===== config.mk =====
export PLATFORM = sky130hd
export DESIGN_NAME = ip_fifo_rd_stream
export DESIGN_NICKNAME = d
export VERILOG_FILES = /design/src/rtl/ip_fifo_rd_stream.sv
export SDC_FILE = /design/constraint.sdc
export NUM_CORES = 1
export LEC_CHECK = 0
export BUFFER_PORTS_ARGS = -buffer_cell sky130_fd_sc_hd__buf_2
export CORE_MARGIN = 4
export CORE_UTILIZATION = 40
export DETAILED_ROUTE_END_ITERATION = 8
export GPL_ROUTABILITY_DRIVEN = 0
export SLEW_MARGIN = 20
export SYNTH_ARGS = -nofsm -noshare
export SYNTH_HDL_FRONTEND = slang
export SYNTH_SLANG_ARGS = --single-unit

===== constraint.sdc =====
create_clock -name clk -period 2.5 [get_ports clk]
set_input_delay 0.375 -clock clk [delete_from_list [all_inputs] [get_ports clk]]
set_output_delay 0.375 -clock clk [all_outputs]
set_load 0.01 [all_outputs]

===== src/rtl/ip_fifo_rd_stream.sv =====
// FIFO read-port to valid/ready stream adapter. A 2-entry output buffer hides
// the FIFO's one-cycle read latency so the stream runs at full rate.
module ip_fifo_rd_stream #(
  parameter int WIDTH = 8,
  parameter int CNT_W = 16
) (
  input  logic             clk,
  input  logic             rst,
  input  logic             fifo_empty,
  output logic             fifo_rd_en,
  input  logic [WIDTH-1:0] fifo_dout,
  input  logic             flush,
  output logic             m_valid,
  input  logic             m_ready,
  output logic [WIDTH-1:0] m_data,
  output logic [1:0]       level,
  output logic [CNT_W-1:0] words_out
);

  logic [WIDTH-1:0] buf0, buf1;
  logic             inflight, drop;
  logic             pop, capture;
  logic [1:0]       slot, committed;

  assign m_valid = (level != 2'd0);
  assign m_data  = buf0;
  // A flush cycle never completes a handshake.
  assign pop     = m_valid & m_ready & ~flush;
  assign capture = inflight & ~drop;
  assign slot    = level - {1'b0, pop};

  // Words held plus words already requested, after this cycle's pop.
  assign committed  = level + {1'b0, inflight} - {1'b0, pop};
  assign fifo_rd_en = ~rst & ~flush & ~fifo_empty & (committed < 2'd2);

  always_ff @(posedge clk or posedge rst) begin
    if (rst) begin
      buf0      <= '0;
      buf1      <= '0;
      level     <= 2'd0;
      inflight  <= 1'b0;
      drop      <= 1'b0;
      words_out <= '0;
    end else if (flush) begin
      // The word landing this edge is not captured; drop guards the next edge.
      level    <= 2'd0;
      drop     <= inflight;
      inflight <= 1'b0;
    end else begin
      inflight <= fifo_rd_en;
      drop     <= 1'b0;
      if (pop) begin
        buf0      <= buf1;
        words_out <= words_out + CNT_W'(1);
      end
      // Capture after the shift so a slot-0 write wins over buf0 <= buf1.
      if (capture) begin
        if (slot == 2'd0) buf0 <= fifo_dout;
        else              buf1 <= fifo_dout;
      end
      level <= level - {1'b0, pop} + {1'b0, capture};
    end
  end

endmodule

==> summary.md, run 1 <==
| Metric | Value |
|---|---|
| Worst skew pair latency | `0.29 ns` |
| Reg2reg setup slack | `0.20 ns` |
| Post-Synthesis Cells | `151` |
| Top achievable clock speed | `0.4228 GHz` |
| Synth area leader | `dfrtp_1` |
| Grt total ovfl | `0` |
| Post-synthesis mux area share | `5.225%` |
| Register area share after synthesis | `52.25%` |
| Crit start category | `flop` |
| Routed length on met1 | `1.508 mm` |
| Adder-cell share of the synthesized area | `2.903%` |
| Critical Path Source | `level[0]` |
| Critical Path AT | `1.99 ns` |
| Layout cells sized above 1 | `36.76%` |
| Die ar. | `0.005425 mm^2` |
| Height of the die | `73.66 um` |
| Nets | `220` |
| First-pass GRT wire length | `5.982 mm` |
| CTS max path bufs | `2` |
| Largest family of logic cells by synthesized area | `simple AND/OR/NAND/NOR gates` |
| Hold buffer count at CTS | `0` |
| DRC errors left | `0` |
| Site Rows | `23` |
| Core area | `0.004086 mm^2` |
| Reg-to-Reg Start | `level[0]` |
| Pwr dens | `845.1 mW/mm^2` |
| Final HPWL DP | `2.642 mm` |
| Min Hold Slack | `0.2095 ns` |
| Antenna Cells | `0` |
| Largest net degree at the start of global routing | `37` |
| Post-synthesis compound-gate area fraction | `6.531%` |
| Worst-Margin Slew | `0.4748 ns` |
| Top post-synthesis cells by area | `dfrtp_1, xnor2_1, mux2_2, a221oi_1, inv_1` |
| Yosys cell types | `30` |
| Leak pwr | `1.086 nW` |
| Drt total wl | `3.570 mm` |
| CP max FO | `4` |
| Starting Density | `42.19%` |
| Hold Path Class | `input pin to asynchronous set/reset pin` |
| Wire length on met3 | `220 um` |
| CTS tree | `built` |
| Sink Count | `36` |
| Uppermost layer routed | `met4` |
| Syn nets | `168` |
| Clock skew | `0.005661 ns` |
| Tcrit/Tclk final | `94.60%` |
| Max-Cap Viols | `0` |
| Setup TNS | `0 ns` |
| Final setup vio count | `0` |
| WL/cell | `14.06 um` |
| Commonest non-fill, non-tap cell in the layout | `buf_2` |
| GRT Total Usage | `14.43%` |
| Post-Syn Area per Cell | `11.42 um^2` |
| Post-Synth XOR/XNOR Area | `10.09%` |
| Post-Synth Simple-Gate Area | `16.98%` |
| Setup CP Type | `flop to output port` |
| H-tree depth | `2` |
| Post-layout min period | `2.365 ns` |
| Peak supply drop | `0.3742 mV` |
| Reg clk slew, reported paths | `0.07 ns` |
| Hold Violations, Final | `0` |
| Drt via density | `5.114` |
| Final Max Tran Viols | `0` |
| Total CTS buffers | `5` |
| R2R Path End | `m_data[6]` |
| Req. time, crit path | `2.12 ns` |
| Vias | `1299` |
| Yosys top cell area share | `52.25%` |
| Post-route cell area | `0.002142 mm^2` |
| Ys Warns | `0` |
| PortBufs | `40` |
| Initial DRT Pass Iterations | `4` |
| Mapped Area | `0.001724 mm^2` |
| Max transition margin | `68.24%` |
| Fin util | `52.42%` |
| Placed Area | `0.001992 mm^2` |
| Initial DRC count | `47` |
| Vias in the first global route | `1310` |
| CTS Root Cell | `clkbuf_8` |
| Die W | `73.66 um` |
| Outcome | `completed` |
| I/O pin cnt | `41` |
| P&R area growth vs syn | `24.24%` |
| ANT nets after route | `0` |
| Met2 Wirelength | `1.779 mm` |
| Crit path to | `fifo_rd_en` |
| Initial antenna violation count | `0` |
| R2r worst-path depth | `10` |
| Crit. End Element | `output port` |
| Most frequent cells in the layout | `buf_2, dfrtp_1, xnor2_1, inv_1, nor2_1` |
| Flops & latches, synth | `36` |
==> cells in the mapped netlist <==
master	number
a211oi_4	1
a221o_1	1
a221oi_1	7
a31oi_4	1
and2_1	1
and3_1	2
and4_1	1
buf_12	1
buf_2	1
buf_4	1
buf_6	1
clkbuf_1	1
dfrtp_1	36
ha_1	4
inv_1	15
mux2_2	8
nand2_1	9
nand2b_1	1
nand2b_4	1
nand3_1	5
nand4_1	5
nor2_1	13
nor2b_1	3
nor3_1	8
nor3b_1	1
nor4_1	3
nor4_4	1
xnor2_1	13
xnor2_2	1
xor2_1	5
==> critical path: stages, from the launching register on <==
cell,delay [ns]
dfrtp_1,0.43
nor2_4,0.15
inv_2,0.06
nand2_4,0.07
clkinvlp_4,0.11
ha_1,0.20
xnor2_1,0.20
xnor2_1,0.12
nor4_1,0.21
buf_2,0.17
==> per-layer routing <==
layer	up-vias	global-route usage, %
met1	642	16.17
li1	617	-
met4	0	5.433
met5	-	0
met2	32	24.90
met3	8	5.198
==> worst min path at each step <==
| stage | end | slack (ns) |
|---|---|---|
| 6_report | level[0] | 0.21 |
| 5_1_grt | inflight | 0.24 |
| 4_1_cts | level[0] | 0.22 |
| 3_5_place_dp | words_out[15] | 0.47 |
| 3_3_place_gp | words_out[15] | 0.46 |
| 2_1_floorplan | inflight | 0.45 |
==> cells by family (layout without fill, tap and decap cells) <==
logic type,count (synthesis),after routing
xor+xnor,19,19
flops,36,36
mux,8,8
simple gates,54,54
fa+ha+maj,4,4
buf+inv,20,73
compound gates,10,10
==> state kept, by name (all words and copies together) (netlist names) <==
signal,count
level,2
inflight,1
m_data,8
drop,1
words_out,16
buf1,8
==> per-stage QoR <==
stage | std cells | worst slack [ns] | total power [mW]
3_5_place_dp | 243 | 0.2036 | 1.316
4_1_cts | 251 | 0.02781 | 1.818
6_report | 254 | 0.1351 | 1.810
2_1_floorplan | 151 | 0.1021 | 1.137
3_3_place_gp | 243 | 0.3126 | 1.298
5_1_grt | 254 | -0.005281 | 1.923
==> power breakdown <==
group	internal (mW)	switching, mW	leakage, nW
clock	0.296	0.201	0.0552
combinational	0.239	0.234	0.570
sequential	0.739	0.102	0.460
total	1.27	0.537	1.09
==> layout make-up <==
type / instances / area (um^2)
clock buffers: 6 / 72.57
repair buffers: 50 / 275.3
clock inverters: 2 / 35.03
well taps: 50 / 62.56
inverters: 15 / 60.06
multi-input cells: 95 / 734.5
flip-flops and latches: 36 / 902.1
fillers: 384 / 1944
==> timing repair <==
| action | in CTS | in global routing |
|---|---|---|
| pin swaps | 0 | 4 |
| gates resized for setup | 1 | 6 |
| setup endpoints to repair | 1 | 1 |
| buffers inserted | 0 | 4 |
Note: power is estimated with default switching activity, not from simulation.
==> run 2: changes to the inputs <==
Settings changed: ABC_AREA from default to 1.
==> run 2 against run 1 <==
Against the previous run:
- setup slack gained 0.23 ns
- design area grew 8.6%
- non-clock buffer count shrank 6
- sequential share of layout area shrank 3.4 points
- clock power shrank 22%
- worst hold slack gained 0.022 ns
- cell count grew 37%
- die area grew 14%
==> summary.md, run 2 <==
| Metric | Value |
|---|---|
| H-tree depth | `2 (unchanged)` |
| Pwr dens | `809.9 mW/mm^2 (was 845.1 mW/mm^2)` |
| Layout cells sized above 1 | `25.71% (was 36.76%)` |
| CTS tree | `built (unchanged)` |
| Tcrit/Tclk final | `85.50% (was 94.60%)` |
| Reg-to-Reg Start | `level[1] (was level[0])` |
| I/O pin cnt | `41 (unchanged)` |
| Crit start category | `flop (unchanged)` |
| Synth area leader | `dfrtp_1 (unchanged)` |
| R2r worst-path depth | `7 (was 10)` |
| Die W | `78.64 um (was 73.66 um)` |
| Hold buffer count at CTS | `0 (unchanged)` |
| Setup CP Type | `flop to output port (unchanged)` |
| DP Cell Count | `340 (was 243)` |
| R2R Path End | `m_data[1] (was m_data[6])` |
| Layout fillers | `478 (was 384)` |
| Ys Warns | `0 (unchanged)` |
| RSZ-0062 raised after global routing | `no` |
| Worst skew pair latency | `0.28 ns (was 0.29 ns)` |
| Syn nets | `253 (was 168)` |
| Outcome | `completed (unchanged)` |
| Critical Path AT | `1.76 ns (was 1.99 ns)` |
| Top post-synthesis cells by area | `dfrtp_1, nand2_1, inv_1, o21ai_2, xor2_1 (was dfrtp_1, xnor2_1, mux2_2, a221oi_1, inv_1)` |
| Top achievable clock speed | `0.4679 GHz (was 0.4228 GHz)` |
| Hold Path Class | `input pin to asynchronous set/reset pin (unchanged)` |
| Most common cell in the netlist | `nand2_1 (was dfrtp_1)` |
| PortBufs | `40 (unchanged)` |
| CTS max path bufs | `2 (unchanged)` |
| Initial antenna violation count | `0 (unchanged)` |
| Flops & latches, synth | `36 (unchanged)` |
| Non-filler instance count after layout | `347 (was 254)` |
| WL/cell | `11.86 um (was 14.06 um)` |
| Commonest non-fill, non-tap cell in the layout | `nand2_1 (was buf_2)` |
| Height of the die | `78.64 um (was 73.66 um)` |
| Vias in the first global route | `1539 (was 1310)` |
| Worst-Margin Slew | `0.6341 ns (was 0.4748 ns)` |
| Synth cell count leaders | `nand2_1, dfrtp_1, inv_1 (was dfrtp_1, inv_1, nor2_1, xnor2_1, nand2_1)` |
| Nets | `297 (was 220)` |
| First-pass GRT wire length | `6.975 mm (was 5.982 mm)` |
| Setup TNS | `0 ns (unchanged)` |
| Final setup vio count | `0 (unchanged)` |
| Clock skew | `0.008706 ns (was 0.005661 ns)` |
| Final Max Tran Viols | `0 (unchanged)` |
| Req. time, crit path | `2.12 ns (about the same)` |
| Number of flip-flops in the largest register | `16 (unchanged)` |
| Reg clk slew, reported paths | `0.07 ns (about the same)` |
| Initial DRT Pass Iterations | `4 (unchanged)` |
| Peak supply drop | `0.3429 mV (was 0.3742 mV)` |
| Reg2reg setup slack | `0.46 ns (was 0.20 ns)` |
| ANT nets after route | `0 (unchanged)` |
| Core area | `0.004786 mm^2 (was 0.004086 mm^2)` |
| Die ar. | `0.006183 mm^2 (was 0.005425 mm^2)` |
| CTS Root Cell | `clkbuf_8 (unchanged)` |
| Crit. End Element | `output port (unchanged)` |
| Total CTS buffers | `5 (unchanged)` |
| Max-Cap Viols | `0 (unchanged)` |
| Starting Density | `41.70% (was 42.19%)` |
| Antenna Cells | `0 (unchanged)` |
| Post-layout min period | `2.137 ns (was 2.365 ns)` |
| Ys flop type | `dfrtp_1 (unchanged)` |
| Post-CTS sizing | `0 (was 1)` |
| Sink Count | `36 (unchanged)` |
| Drt total wl | `4.114 mm (was 3.570 mm)` |
| Yosys top cell area share | `45.14% (was 52.25%)` |
| Grt total ovfl | `0 (unchanged)` |
| CP max FO | `5 (was 4)` |
| Share of synthesized registers carrying an async set or reset | `100.0% (unchanged)` |
| Register area share after synthesis | `45.14% (was 52.25%)` |
| DRC errors left | `0 (unchanged)` |
| Largest Register | `words_out (unchanged)` |
| Post-CTS setup buffer count | `0 (unchanged)` |
| Leak pwr | `1.223 nW (was 1.086 nW)` |
| Site Rows | `25 (was 23)` |
| P&R area growth vs syn | `16.55% (was 24.24%)` |
| Post-Synthesis Cells | `236 (was 151)` |
| Drt via density | `4.545 (was 5.114)` |
| Post-Syn Area per Cell | `8.456 um^2 (was 11.42 um^2)` |
| Max transition margin | `57.62% (was 68.24%)` |
| Yosys cell types | `25 (was 30)` |
| Vias | `1577 (was 1299)` |
| Mapped Area | `0.001996 mm^2 (was 0.001724 mm^2)` |
| Final HPWL DP | `3.091 mm (was 2.642 mm)` |
| Hold Violations, Final | `0 (unchanged)` |
| GRT Total Usage | `14.43% (about the same)` |
| Initial DRC count | `54 (was 47)` |
| EDFF count, synth | `0 (unchanged)` |
| Most frequent cells in the layout | `nand2_1, buf_2, dfrtp_1 (was buf_2, dfrtp_1, xnor2_1, inv_1, nor2_1)` |
| Largest net degree at the start of global routing | `37 (unchanged)` |
-- run 2: through the flow --
step                      utilization (%)  total power [mW]  hold slack [ns]  cell area (um^2)  setup WS, ns
after floorplan                         -             1.296           0.4307              1996        0.4910
after global placement              46.98             1.505           0.4633              2248        0.4024
after detailed placement            46.98             1.518           0.4627              2248        0.3534
after CTS                           48.60             1.915           0.2572              2326        0.3330
after global routing                48.60             2.046           0.2552              2326        0.2611
final                               48.60             1.884           0.2316              2326        0.3626
-- run 2: power by group --
group / switching [mW] / internal (mW) / total [mW] / leakage (nW)
combinational: 0.354 / 0.265 / 0.619 / 0.726
clock: 0.197 / 0.189 / 0.387 / 0.0410
sequential: 0.119 / 0.760 / 0.878 / 0.456
total: 0.670 / 1.21 / 1.88 / 1.22
-- run 2: final cells by class --
type                       instances  area [um^2]  share of cell area [%]
tap                               67        83.83                   3.604
multi-input combinational        157        898.4                   38.62
clock buffer                       6        72.57                   3.120
sequential                        36        900.9                   38.73
clock inverter                     1        5.005                  0.2152
inverter                          36        135.1                   5.810
timing repair buffer              44        230.2                   9.898
-- run 2: critical path, stage by stage, from the launching register on --
cell and delay [ns]:
dfrtp_1 0.43, nor2_1 0.20, nor2_4 0.07, ha_1 0.26
nor2_1 0.13, xnor2_1 0.10, nor3_1 0.13, buf_2 0.15
-- run 2: how the worst max path moves through the flow --
| stage | startpoint | endpoint | slack (ns) | depth (start not counted) |
|---|---|---|---|---|
| 2_1_floorplan | rst | fifo_rd_en | 0.49 | 3 |
| 3_3_place_gp | flush | m_data[5] | 0.40 | 9 |
| 3_5_place_dp | flush | buf1[5] | 0.35 | 12 |
| 4_1_cts | level[1] | fifo_rd_en | 0.33 | 7 |
| 5_1_grt | level[1] | m_data[1] | 0.26 | 7 |
| 6_report | level[1] | fifo_rd_en | 0.36 | 7 |
-- run 2: layer usage --
layer | wire length (um) | share of wire, % | vias to the layer above | GRT usage [%]
met5 | 0 | 0 | - | 0
met4 | 24 | 0.58 | 0 | 5.245
met3 | 186 | 4.5 | 2 | 4.243
met2 | 2037 | 50 | 31 | 24.11
met1 | 1866 | 45 | 709 | 17.55
li1 | - | - | 835 | -
-- run 2: kinds of logic after synthesis --
kind of cell	Yosys count	synth area share (%)
DFF	36	45.14
adders and majority gates	4	2.508
xor gates and xnor gates	14	6.144
and+or+nand+nor	119	29.84
AOI/OAI and AO/OA	20	6.520
buffers and inverters	43	9.843
